===== config.mk =====
export PLATFORM = sky130hd
export DESIGN_NAME = digit_entry_ctrl
export DESIGN_NICKNAME = d
export VERILOG_FILES = /design/src/rtl/digit_entry_pkg.sv /design/src/rtl/blink_timer.sv /design/src/rtl/digit_entry_ctrl.sv
export SDC_FILE = /design/constraint.sdc
export NUM_CORES = 1
export LEC_CHECK = 0
export ABC_AREA = 1
export CAP_MARGIN = 5
export CORE_MARGIN = 2
export CORE_UTILIZATION = 32
export DETAILED_ROUTE_END_ITERATION = 6
export DONT_BUFFER_PORTS = 1
export GPL_TIMING_DRIVEN = 0
export PLACE_DENSITY_LB_ADDON = 0.2
export SLEW_MARGIN = 20
export SYNTH_ARGS = -nofsm -noshare
export SYNTH_HDL_FRONTEND = slang
export SYNTH_SLANG_ARGS = --single-unit

===== constraint.sdc =====
create_clock -name i_clk -period 1.5 [get_ports i_clk]
set_input_delay 0.15 -clock i_clk [delete_from_list [all_inputs] [get_ports i_clk]]
set_output_delay 0.15 -clock i_clk [all_outputs]
set_load 0.005 [all_outputs]

===== src/rtl/digit_entry_pkg.sv =====
// Shared types and BCD helpers for the digit entry controller.
package digit_entry_pkg;

  // Controller states: editing, one-cycle commit, one-cycle clear.
  typedef enum logic [1:0] {
    ST_EDIT   = 2'd0,
    ST_COMMIT = 2'd1,
    ST_CLEAR  = 2'd2
  } state_t;

  localparam logic [3:0] BCD_MAX = 4'd9;

  // Increment one BCD digit, 9 wraps to 0; a non-BCD nibble counts as 0.
  function automatic logic [3:0] bcd_inc(input logic [3:0] i_digit);
    logic [3:0] result;
    if (i_digit == BCD_MAX) begin
      result = 4'd0;
    end else if (i_digit > BCD_MAX) begin
      result = 4'd1;
    end else begin
      result = i_digit + 4'd1;
    end
    return result;
  endfunction

  // Decrement one BCD digit, 0 wraps to 9; a non-BCD nibble counts as 0.
  function automatic logic [3:0] bcd_dec(input logic [3:0] i_digit);
    logic [3:0] result;
    if ((i_digit == 4'd0) || (i_digit > BCD_MAX)) begin
      result = BCD_MAX;
    end else begin
      result = i_digit - 4'd1;
    end
    return result;
  endfunction

endpackage


===== src/rtl/blink_timer.sv =====
// Cursor blink generator: toggles the blink level every BLINK_CLKS cycles.
// A restart pulse makes the cursor visible at once and restarts the half-period.
module blink_timer #(
  parameter int CLK_HZ   = 50_000_000,
  parameter int BLINK_MS = 250
) (
  input  logic i_clk,
  input  logic i_rst_n,
  input  logic i_restart,
  output logic o_blink
);

  localparam int BLINK_CLKS = (CLK_HZ / 1000) * BLINK_MS;
  localparam int CNT_W      = (BLINK_CLKS > 2) ? $clog2(BLINK_CLKS) : 1;
  localparam logic [CNT_W-1:0] TERM_COUNT = CNT_W'(BLINK_CLKS - 1);

  logic [CNT_W-1:0] r_count;
  logic             r_blink;
  logic             w_terminal;

  assign w_terminal = (r_count == TERM_COUNT);

  // Half-period counter with toggle at terminal count; restart wins.
  always_ff @(posedge i_clk or negedge i_rst_n) begin
    if (!i_rst_n) begin
      r_count <= '0;
      r_blink <= 1'b1;
    end else if (i_restart) begin
      r_count <= '0;
      r_blink <= 1'b1;
    end else if (w_terminal) begin
      r_count <= '0;
      r_blink <= ~r_blink;
    end else begin
      r_count <= r_count + CNT_W'(1);
    end
  end

  assign o_blink = r_blink;

endmodule


===== src/rtl/digit_entry_ctrl.sv =====
// Multi-digit BCD entry controller: edits digits under a cursor from
// debounced button pulses and commits the value after the last digit.
module digit_entry_ctrl
  import digit_entry_pkg::*;
#(
  parameter int CLK_HZ     = 50_000_000,
  parameter int NUM_DIGITS = 4,
  parameter int BLINK_MS   = 250
) (
  input  logic                          i_clk,
  input  logic                          i_rst_n,
  input  logic                          i_inc_p,
  input  logic                          i_dec_p,
  input  logic                          i_next_p,
  input  logic                          i_clr_p,
  output logic [4*NUM_DIGITS-1:0]       o_edit_bcd,
  output logic [$clog2(NUM_DIGITS)-1:0] o_cursor,
  output logic                          o_blink,
  output logic [4*NUM_DIGITS-1:0]       o_commit_bcd,
  output logic                          o_commit_valid
);

  localparam int CW = $clog2(NUM_DIGITS);
  localparam logic [CW-1:0] LAST_DIGIT = CW'(NUM_DIGITS - 1);

  state_t                  r_state;
  state_t                  w_state_next;
  logic [CW-1:0]           r_cursor;
  logic [CW-1:0]           w_cursor_next;
  logic [4*NUM_DIGITS-1:0] w_edit_bcd;
  logic [4*NUM_DIGITS-1:0] r_commit_bcd;
  logic                    r_commit_valid;
  logic                    w_inc_en;
  logic                    w_dec_en;
  logic                    w_clear_en;
  logic                    w_commit_load;
  logic                    w_restart;
  logic                    w_blink;

  // Next-state and event decode; only the highest-priority pulse is acted on.
  always_comb begin
    w_state_next  = r_state;
    w_cursor_next = r_cursor;
    w_inc_en      = 1'b0;
    w_dec_en      = 1'b0;
    w_clear_en    = 1'b0;
    w_commit_load = 1'b0;
    w_restart     = 1'b0;
    case (r_state)
      ST_EDIT: begin
        if (i_clr_p) begin
          w_state_next = ST_CLEAR;
          w_restart    = 1'b1;
        end else if (i_next_p) begin
          w_restart = 1'b1;
          if (r_cursor == '0) begin
            w_state_next  = ST_COMMIT;
            w_commit_load = 1'b1;
          end else begin
            w_cursor_next = r_cursor - CW'(1);
          end
        end else if (i_inc_p) begin
          w_inc_en  = 1'b1;
          w_restart = 1'b1;
        end else if (i_dec_p) begin
          w_dec_en  = 1'b1;
          w_restart = 1'b1;
        end
      end
      ST_COMMIT: begin
        w_cursor_next = LAST_DIGIT;
        w_state_next  = ST_EDIT;
      end
      ST_CLEAR: begin
        w_clear_en    = 1'b1;
        w_cursor_next = LAST_DIGIT;
        w_state_next  = ST_EDIT;
      end
      default: begin
        w_state_next = ST_EDIT;
      end
    endcase
  end

  // State register.
  always_ff @(posedge i_clk or negedge i_rst_n) begin
    if (!i_rst_n) begin
      r_state <= ST_EDIT;
    end else begin
      r_state <= w_state_next;
    end
  end

  // Cursor register; starts on the leftmost digit.
  always_ff @(posedge i_clk or negedge i_rst_n) begin
    if (!i_rst_n) begin
      r_cursor <= LAST_DIGIT;
    end else begin
      r_cursor <= w_cursor_next;
    end
  end

  // One register per digit; only the digit under the cursor steps.
  genvar gi;
  generate
    for (gi = 0; gi < NUM_DIGITS; gi++) begin : g_digit
      logic       w_sel;
      logic [3:0] r_digit;

      assign w_sel = (r_cursor == CW'(gi));

      // Digit update: clear, or inc/dec with BCD wrap when selected.
      always_ff @(posedge i_clk or negedge i_rst_n) begin
        if (!i_rst_n) begin
          r_digit <= 4'd0;
        end else if (w_clear_en) begin
          r_digit <= 4'd0;
        end else if (w_inc_en && w_sel) begin
          r_digit <= bcd_inc(r_digit);
        end else if (w_dec_en && w_sel) begin
          r_digit <= bcd_dec(r_digit);
        end
      end

      assign w_edit_bcd[4*gi +: 4] = r_digit;
    end
  endgenerate

  // Commit register: loaded on the edge entering ST_COMMIT so the value and
  // its valid pulse appear together during the commit cycle.
  always_ff @(posedge i_clk or negedge i_rst_n) begin
    if (!i_rst_n) begin
      r_commit_bcd   <= '0;
      r_commit_valid <= 1'b0;
    end else begin
      r_commit_valid <= w_commit_load;
      if (w_commit_load) begin
        r_commit_bcd <= w_edit_bcd;
      end
    end
  end

  blink_timer #(
    .CLK_HZ  (CLK_HZ),
    .BLINK_MS(BLINK_MS)
  ) u_blink_timer (
    .i_clk    (i_clk),
    .i_rst_n  (i_rst_n),
    .i_restart(w_restart),
    .o_blink  (w_blink)
  );

  assign o_edit_bcd     = w_edit_bcd;
  assign o_cursor       = r_cursor;
  assign o_blink        = w_blink;
  assign o_commit_bcd   = r_commit_bcd;
  assign o_commit_valid = r_commit_valid;

endmodule


==> results of run 1 <==
worst paths after layout:
kind                                    endpoint  cells past startpoint
setup / recovery           g_digit[0].r_digit[3]                      9
max in group asynchronous  u_blink_timer.o_blink                      0
hold / removal             g_digit[1].r_digit[3]                      0
setup reg to reg           g_digit[0].r_digit[3]                      9
min in group i_clk                   o_cursor[0]                      3
hold reg to reg            u_blink_timer.o_blink                      2
state kept, by name, summed over array words and instances, names as in the netlist:
| register | count |
|---|---|
| o_commit_bcd | 16 |
| r_state | 2 |
| u_blink_timer.o_blink | 1 |
| u_blink_timer.r_count | 24 |
| g_digit.r_digit | 16 |
| o_cursor | 2 |
| o_commit_valid | 1 |
cells in the final DEF, fill, tap and decap left out, types with 4 or more instances in the layout:
cell type / Yosys / final
nand2_1: 143 / 118
nor2_1: 66 / 57
dfrtp_1: 59 / 50
nand3_1: 59 / 43
inv_1: 49 / 31
nand4_1: 30 / 30
nand3_2: 4 / 19
nand2_2: 2 / 18
buf_4: 2 / 18
ha_1: 23 / 16
xor2_1: 13 / 13
inv_2: 3 / 12
nor2_4: 3 / 11
o21ai_2: 6 / 11
o21ai_1: 8 / 10
clkbuf_16: 0 / 10
nand2_4: 0 / 9
dfrtp_2: 0 / 9
inv_4: 0 / 8
nor2_2: 6 / 7
a21oi_4: 1 / 6
ha_4: 0 / 6
a21oi_1: 6 / 5
xnor2_1: 5 / 5
nand3_4: 1 / 5
nor3_1: 4 / 4
buf_12: 0 / 4
cell type report:
type                    instances  share of cell area, %
plain buffers                   7                   1.60
clock buffers                  11                   4.64
clock inverters                 5                   1.10
inverters                      52                   4.21
multi-input cells             405                   49.9
flip-flops and latches         62                   29.9
well taps                     147                   3.51
repair buffers                 26                   5.16
Yosys cell counts (3+ instances only):
master	instances
dfstp_2	3
o21ai_0	10
inv_1	49
nand3_1	59
xnor2_1	5
nor2_4	3
nand3b_1	3
nor3_1	4
nand2_1	143
o21ai_2	6
xor2_1	13
nand3_2	4
nor2_1	66
nor2_2	6
o21ai_1	8
dfrtp_1	59
ha_1	23
buf_2	3
a21oi_1	6
a21oi_2	4
inv_2	3
nand4_1	30
through the flow:
step / total power (µW) / setup WS [ns] / cells / hold slack [ns] / setup TNS (ns)
final: 7290 / -0.0413 / 715 / -0.493 / -0.162
after global routing: 7780 / -0.119 / 715 / -0.515 / -2.88
after CTS: 6960 / -0.0362 / 710 / -0.506 / -0.121
after detailed placement: 4100 / -0.306 / 669 / -0.140 / -8.03
after global placement: 4070 / -0.291 / 669 / -0.140 / -7.73
after floorplan: 3630 / 0.0178 / 522 / -0.146 / 0
kinds of logic (layout without fill, tap and decap cells):
family / Yosys count / in the layout / share of synthesized area [%]
DFF: 62 / 62 / 39.4
adders and majority gates: 23 / 23 / 7.30
AOI/OAI and AO/OA: 36 / 37 / 5.84
and+or+nand+nor: 324 / 327 / 37.3
buffers and inverters: 59 / 101 / 6.09
xor gates and xnor gates: 18 / 18 / 4.00
report_power, final:
| group | internal, µW | switching (µW) | leakage [µW] |
|---|---|---|---|
| clock network | 1330 | 792 | 0.000150 |
| logic | 1200 | 1570 | 0.00128 |
| registers | 1970 | 429 | 0.000835 |
| total | 4500 | 2800 | 0.00226 |
timing repair:
item                       4_1_cts  5_1_grt
hold endpoints to repair        64       62
setup endpoints to repair       49       52
cloned                           5        1
gates resized for setup         72       85
pin swaps                       12       29
setup buffers                   18        4
worst reg2reg max path, stage by stage, from the launching register on:
cell and delay, ns:
dfstp_2 0.63, inv_4 0.07, ha_4 0.19, buf_12 0.13, nand3_4 0.13, inv_4 0.05, nor2_1 0.08, nand2_1 0.06
nand3_2 0.05, nand2_1 0.05
routing by layer:
layer / up-vias / global-route usage (%) / wire, µm
met5: - / 0 / 0
met4: 0 / 4.58 / 135
met3: 11 / 5.59 / 595
met2: 49 / 27.7 / 5290
met1: 1761 / 21.8 / 4830
li1: 1805 / - / -
==> summary.md, run 1 <==
| Metric | Value |
|---|---|
| Highest Clock Rate | `649 MHz` |
| Grt ovf | `0` |
| Sequential-to-total area share from yosys stat | `39.4%` |
| Worst VDD drop | `0.000902 V` |
| CTS tree | `yes` |
| Critical Path, Cell by Cell | `inv_4 -> ha_4 -> buf_12 -> nand3_4 -> inv_4 -> nor2_1 -> nand2_1 -> nand3_2 -> nand2_1` |
| Post-synth top area share | `37.4%` |
| Synth Warn # | `0` |
| Post-Syn Area | `0.00394 mm²` |
| Final Critical Period | `1.54 ns` |
| Clock Skews | `0.00677 ns` |
| Final Worst Setup Slack | `-0.0413 ns` |
| Routability cong. | `0.837` |
| Remaining DRCs | `0` |
| Post-Route WL | `10800 µm` |
| Max-Cap Viols | `0` |
| DR pass1 iterations | `4` |
| Detailed placer's ending HPWL | `7020 µm` |
| Fin area | `0.00524 mm²` |
| Max_slew headroom | `74.1%` |
| Crit. End Element | `register` |
| Power Dens Cells | `1390 mW/mm²` |
| Routed vias | `3626` |
| Antenna violations before repair | `0` |
| Overall fraction of global-route tracks in use | `17.0%` |
| Layout cells sized above 1 | `30.8%` |
| Hold-fix buffers, CTS | `2` |
| Wirelength per Cell | `15.2 µm` |
| CTS Buffer Depth | `2` |
| PortBufs | `0` |
| Multi-input logic area | `0.00261 mm²` |
| Hold slack | `-0.493 ns` |
| Max Slew Vio Count | `0` |
| Number of global-route vias before repair | `3475` |
| Worst reg-to-reg setup slack | `-0.04 ns` |
| Required time worst endpoint | `1.73 ns` |
| Period utilisation layout | `103%` |
| Reg2reg start | `o_cursor[1]` |
| HP Class | `in -> async` |
| Starting Density | `32.8%` |
| Failing checks | `negative hold slack, negative setup slack` |
| Final Util | `43.6%` |
| Arrival time worst endpoint | `1.77 ns` |
| Clock-pin slew on the worst setup and hold paths | `0.06 ns` |
| Placed inst area | `0.00413 mm²` |
| Synth-to-Final Area Change | `32.8%` |
| Post-Syn Area per Cell | `7.55 µm²` |
| Status | `complete, but fails checks` |
| Ranking of synthesized cells by area | `dfrtp_1 37%, nand2_1 14%, nand3_1 7.5%, ha_1 7.3%, nor2_1 6.3%` |
| Clock latency on the worst-skew pair | `0.34 ns` |
| Chip height | `115 µm` |
| Register area | `0.00157 mm²` |
| Leak Pwr | `0.00226 µW` |
| #FFs+latches synth | `62` |
| N_diodes | `0` |
| Crit path max fanout | `5` |
| Cells after Synth | `522` |
| CTS Root Cell | `clkbuf_16` |
| Fillers | `1202` |
| Site Rows | `40` |
| Final Setup Violations | `10` |
| Largest net degree at the start of global routing | `63` |
| CP Class | `reg -> reg` |
| Syn nets | `551` |
| Number of enable flip-flop cells after synthesis | `0` |
| WP buf/inv | `3` |
| Final ANT Viol Nets | `0` |
| Core footprint | `0.0120 mm²` |
| Nature of the critical path startpoint | `register` |
| Synth area leader | `dfrtp_1` |
| H-Tree Depth | `3` |
| Die width | `115 µm` |
| Die ar. | `0.0132 mm²` |
| # IOs | `42` |
| Synth Flop Type | `dfrtp_1` |
| Max stage delay cell, worst path | `dfstp_2` |
| Ys async rst share | `100%` |
| Top delay family on crit path | `flip-flops` |
| Iteration-0 DRC Markers | `252` |
| Synth unique cells | `32` |
| Total clock sinks | `62` |
| Fin. Hold Viols | `62` |
| First-pass GRT wire length | `17600 µm` |
| CP max stage delay | `0.63 ns` |
| Vias per cell | `5.07` |
| RSZ-0062 raised after global routing | `true` |
| # nets final | `592` |
| CTS Buf Count | `9` |
| Launch point of the worst path | `o_cursor[1]` |
| Actual slew at the worst max-slew pin | `0.387 ns` |
Power figures use the tool's default switching activity.
==> run 2, diff against run 1 <==
--- a/config.mk
+++ b/config.mk
@@ -13,6 +13,7 @@
 export DONT_BUFFER_PORTS = 1
 export GPL_TIMING_DRIVEN = 0
 export PLACE_DENSITY_LB_ADDON = 0.2
+export SETUP_SLACK_MARGIN = 0.05
 export SLEW_MARGIN = 20
 export SYNTH_ARGS = -nofsm -noshare
 export SYNTH_HDL_FRONTEND = slang
==> run 2 against run 1 <==
  * Sequential share of layout area down 0.41 points
  * Combinational power hardly changed
  * Clock-buffer cell count up 1
  * Largest power group unchanged
  * Cell area grew 1.3%
  * Hold slack worse by 0.0023 ns
  * Setup slack worse by 0.048 ns
  * Sequential power is essentially flat
  * Sequential cell count is the same
  * The run still ends with negative hold slack, negative setup slack left
  * Register-to-register slack worse by 0.05 ns
  * Die area unchanged
  * Routed wire length is 0.44% higher
  * Core utilization increased by 0.57 points
==> summary.md, run 2 (synthesis results as in run 1) <==
| Metric | Value |
|---|---|
| Status | `complete, but fails checks` |
| Failing checks | `negative hold slack, negative setup slack` |
| Required time worst endpoint | `1.78 ns` |
| Detailed placer's ending HPWL | `7020 µm` |
| Post-Route WL | `10900 µm` |
| Worst VDD drop | `0.000917 V` |
| N_diodes | `0` |
| Number of global-route vias before repair | `3528` |
| Period utilisation layout | `106%` |
| Hold-fix buffers, CTS | `2` |
| Max-Cap Viols | `0` |
| Leak Pwr | `0.00232 µW` |
| CP Class | `reg -> reg` |
| Iteration-0 DRC Markers | `235` |
| Fin. Hold Viols | `62` |
| HP Class | `in -> async` |
| Clock-pin slew on the worst setup and hold paths | `0.06 ns` |
| Fin area | `0.00530 mm²` |
| Crit path max fanout | `6` |
| Die ar. | `0.0132 mm²` |
| Arrival time worst endpoint | `1.87 ns` |
| Final ANT Viol Nets | `0` |
| Actual slew at the worst max-slew pin | `0.376 ns` |
| Clock latency on the worst-skew pair | `0.34 ns` |
| CTS Buf Count | `9` |
| First-pass GRT wire length | `17600 µm` |
| Largest net degree at the start of global routing | `63` |
| Routability cong. | `0.886` |
| Routed vias | `3694` |
| Max_slew headroom | `74.9%` |
| Starting Density | `32.8%` |
| Chip height | `115 µm` |
| Clock Skews | `0.00933 ns` |
| DR pass1 iterations | `4` |
| Crit. End Element | `register` |
| Antenna violations before repair | `0` |
| Power Dens Cells | `1390 mW/mm²` |
| Total clock sinks | `62` |
| # nets final | `599` |
| Final Setup Violations | `32` |
| Vias per cell | `5.12` |
| Layout cells sized above 1 | `31.5%` |
| Final Critical Period | `1.59 ns` |
| CTS tree | `yes` |
| Remaining DRCs | `0` |
| CTS Root Cell | `clkbuf_16` |
| Max Slew Vio Count | `0` |
| Hold slack | `-0.495 ns` |
| Highest Clock Rate | `629 MHz` |
| # IOs | `42` |
| Site Rows | `40` |
| Overall fraction of global-route tracks in use | `17.0%` |
| RSZ-0062 raised after global routing | `true` |
| Wirelength per Cell | `15.1 µm` |
| Most common cell after layout, fill and taps aside | `nand2_1` |
| Placed inst area | `0.00413 mm²` |
| Most frequent cells in the layout | `119 x nand2_1, 53 x nor2_1, 51 x dfrtp_1` |
| Biggest register | `u_blink_timer.r_count` |
| Core footprint | `0.0120 mm²` |
| Power Total | `7400 µW` |
| Place WS | `-0.207 ns` |
| Synth-to-Final Area Change | `34.5%` |
| Die width | `115 µm` |
| Largest register FFs | `24` |
| H-Tree Depth | `3` |
| Final Worst Setup Slack | `-0.0894 ns` |
| Post-Route Setup TNS | `-1.34 ns` |
| PortBufs | `0` |
| CTS Buffer Depth | `2` |
| Grt ovf | `0` |
| Nature of the critical path startpoint | `register` |
-- run 2: changes by cell type in the layout (fill, tap and decap cells not counted), moves of 4 or more --
| cell | previous run | this run |
|---|---|---|
| nor2_1 | 57 | 53 |
| o21ai_2 | 11 | 7 |
| o21ai_1 | 10 | 16 |
| nor2_2 | 7 | 12 |
| buf_4 | 18 | 22 |
-- run 2: worst max-delay path: stages, from the launching register on --
cell	delay, ns
dfrtp_1	0.39
inv_2	0.09
ha_4	0.16
inv_4	0.05
nor2_4	0.09
buf_12	0.12
buf_6	0.10
nand3_4	0.12
a21oi_4	0.25
nand3_2	0.09
nand2_2	0.07
-- run 2: report_power, final --
group / internal, µW / switching [µW]
Clock: 1540 / 757
Combinational: 1190 / 1550
Sequential: 1970 / 401
-- run 2: path summary, 6_finish.rpt --
| kind | slack [ns] | to | start | cells after the start |
|---|---|---|---|---|
| max in group asynchronous | 1.79 | u_blink_timer.o_blink | i_rst_n | 0 |
| setup / recovery | -0.09 | g_digit[0].r_digit[2] | r_state[0] | 10 |
| setup reg to reg | -0.09 | g_digit[0].r_digit[2] | r_state[0] | 10 |
| hold / removal | -0.50 | g_digit[1].r_digit[1] | i_rst_n | 0 |
| min in group i_clk | 0.03 | o_cursor[0] | i_next_p | 3 |
| hold reg to reg | 0.48 | u_blink_timer.o_blink | u_blink_timer.o_blink | 2 |
-- run 2: cell type report --
| type | count | area, µm² |
|---|---|---|
| Fill cell | 1168 | 6710 |
| Multi-Input combinational cell | 404 | 2570 |
| Sequential cell | 62 | 1570 |
| Timing Repair Buffer | 34 | 358 |
| Clock buffer | 12 | 256 |
| Inverter | 52 | 218 |
| Tap cell | 147 | 184 |
| Buffer | 7 | 82.6 |
| Clock inverter | 4 | 70.1 |
-- run 2: metal layers --
metal	global-route usage, %	share of wire (%)	wire length [µm]	up-vias
li1	-	-	-	1823
met4	5.62	1.8	194	0
met5	0	0	0	-
met3	5.75	4.8	523	13
met2	28.3	50	5420	86
met1	20.8	44	4760	1772
-- run 2: stage by stage --
step                instances  utilization [%]
floorplan                 522                -
global route              722             44.2
detailed placement        669             34.4
global placement          669             34.4
finish                    722             44.2
CTS                       711             41.6
-- run 2: timing repair --
item,in CTS,in global routing
resized for setup,89,64
gates cloned,3,2
setup endpoints to repair,49,59
endpoints found under the hold margin,64,62
pin swaps,19,25
setup buffers,21,9
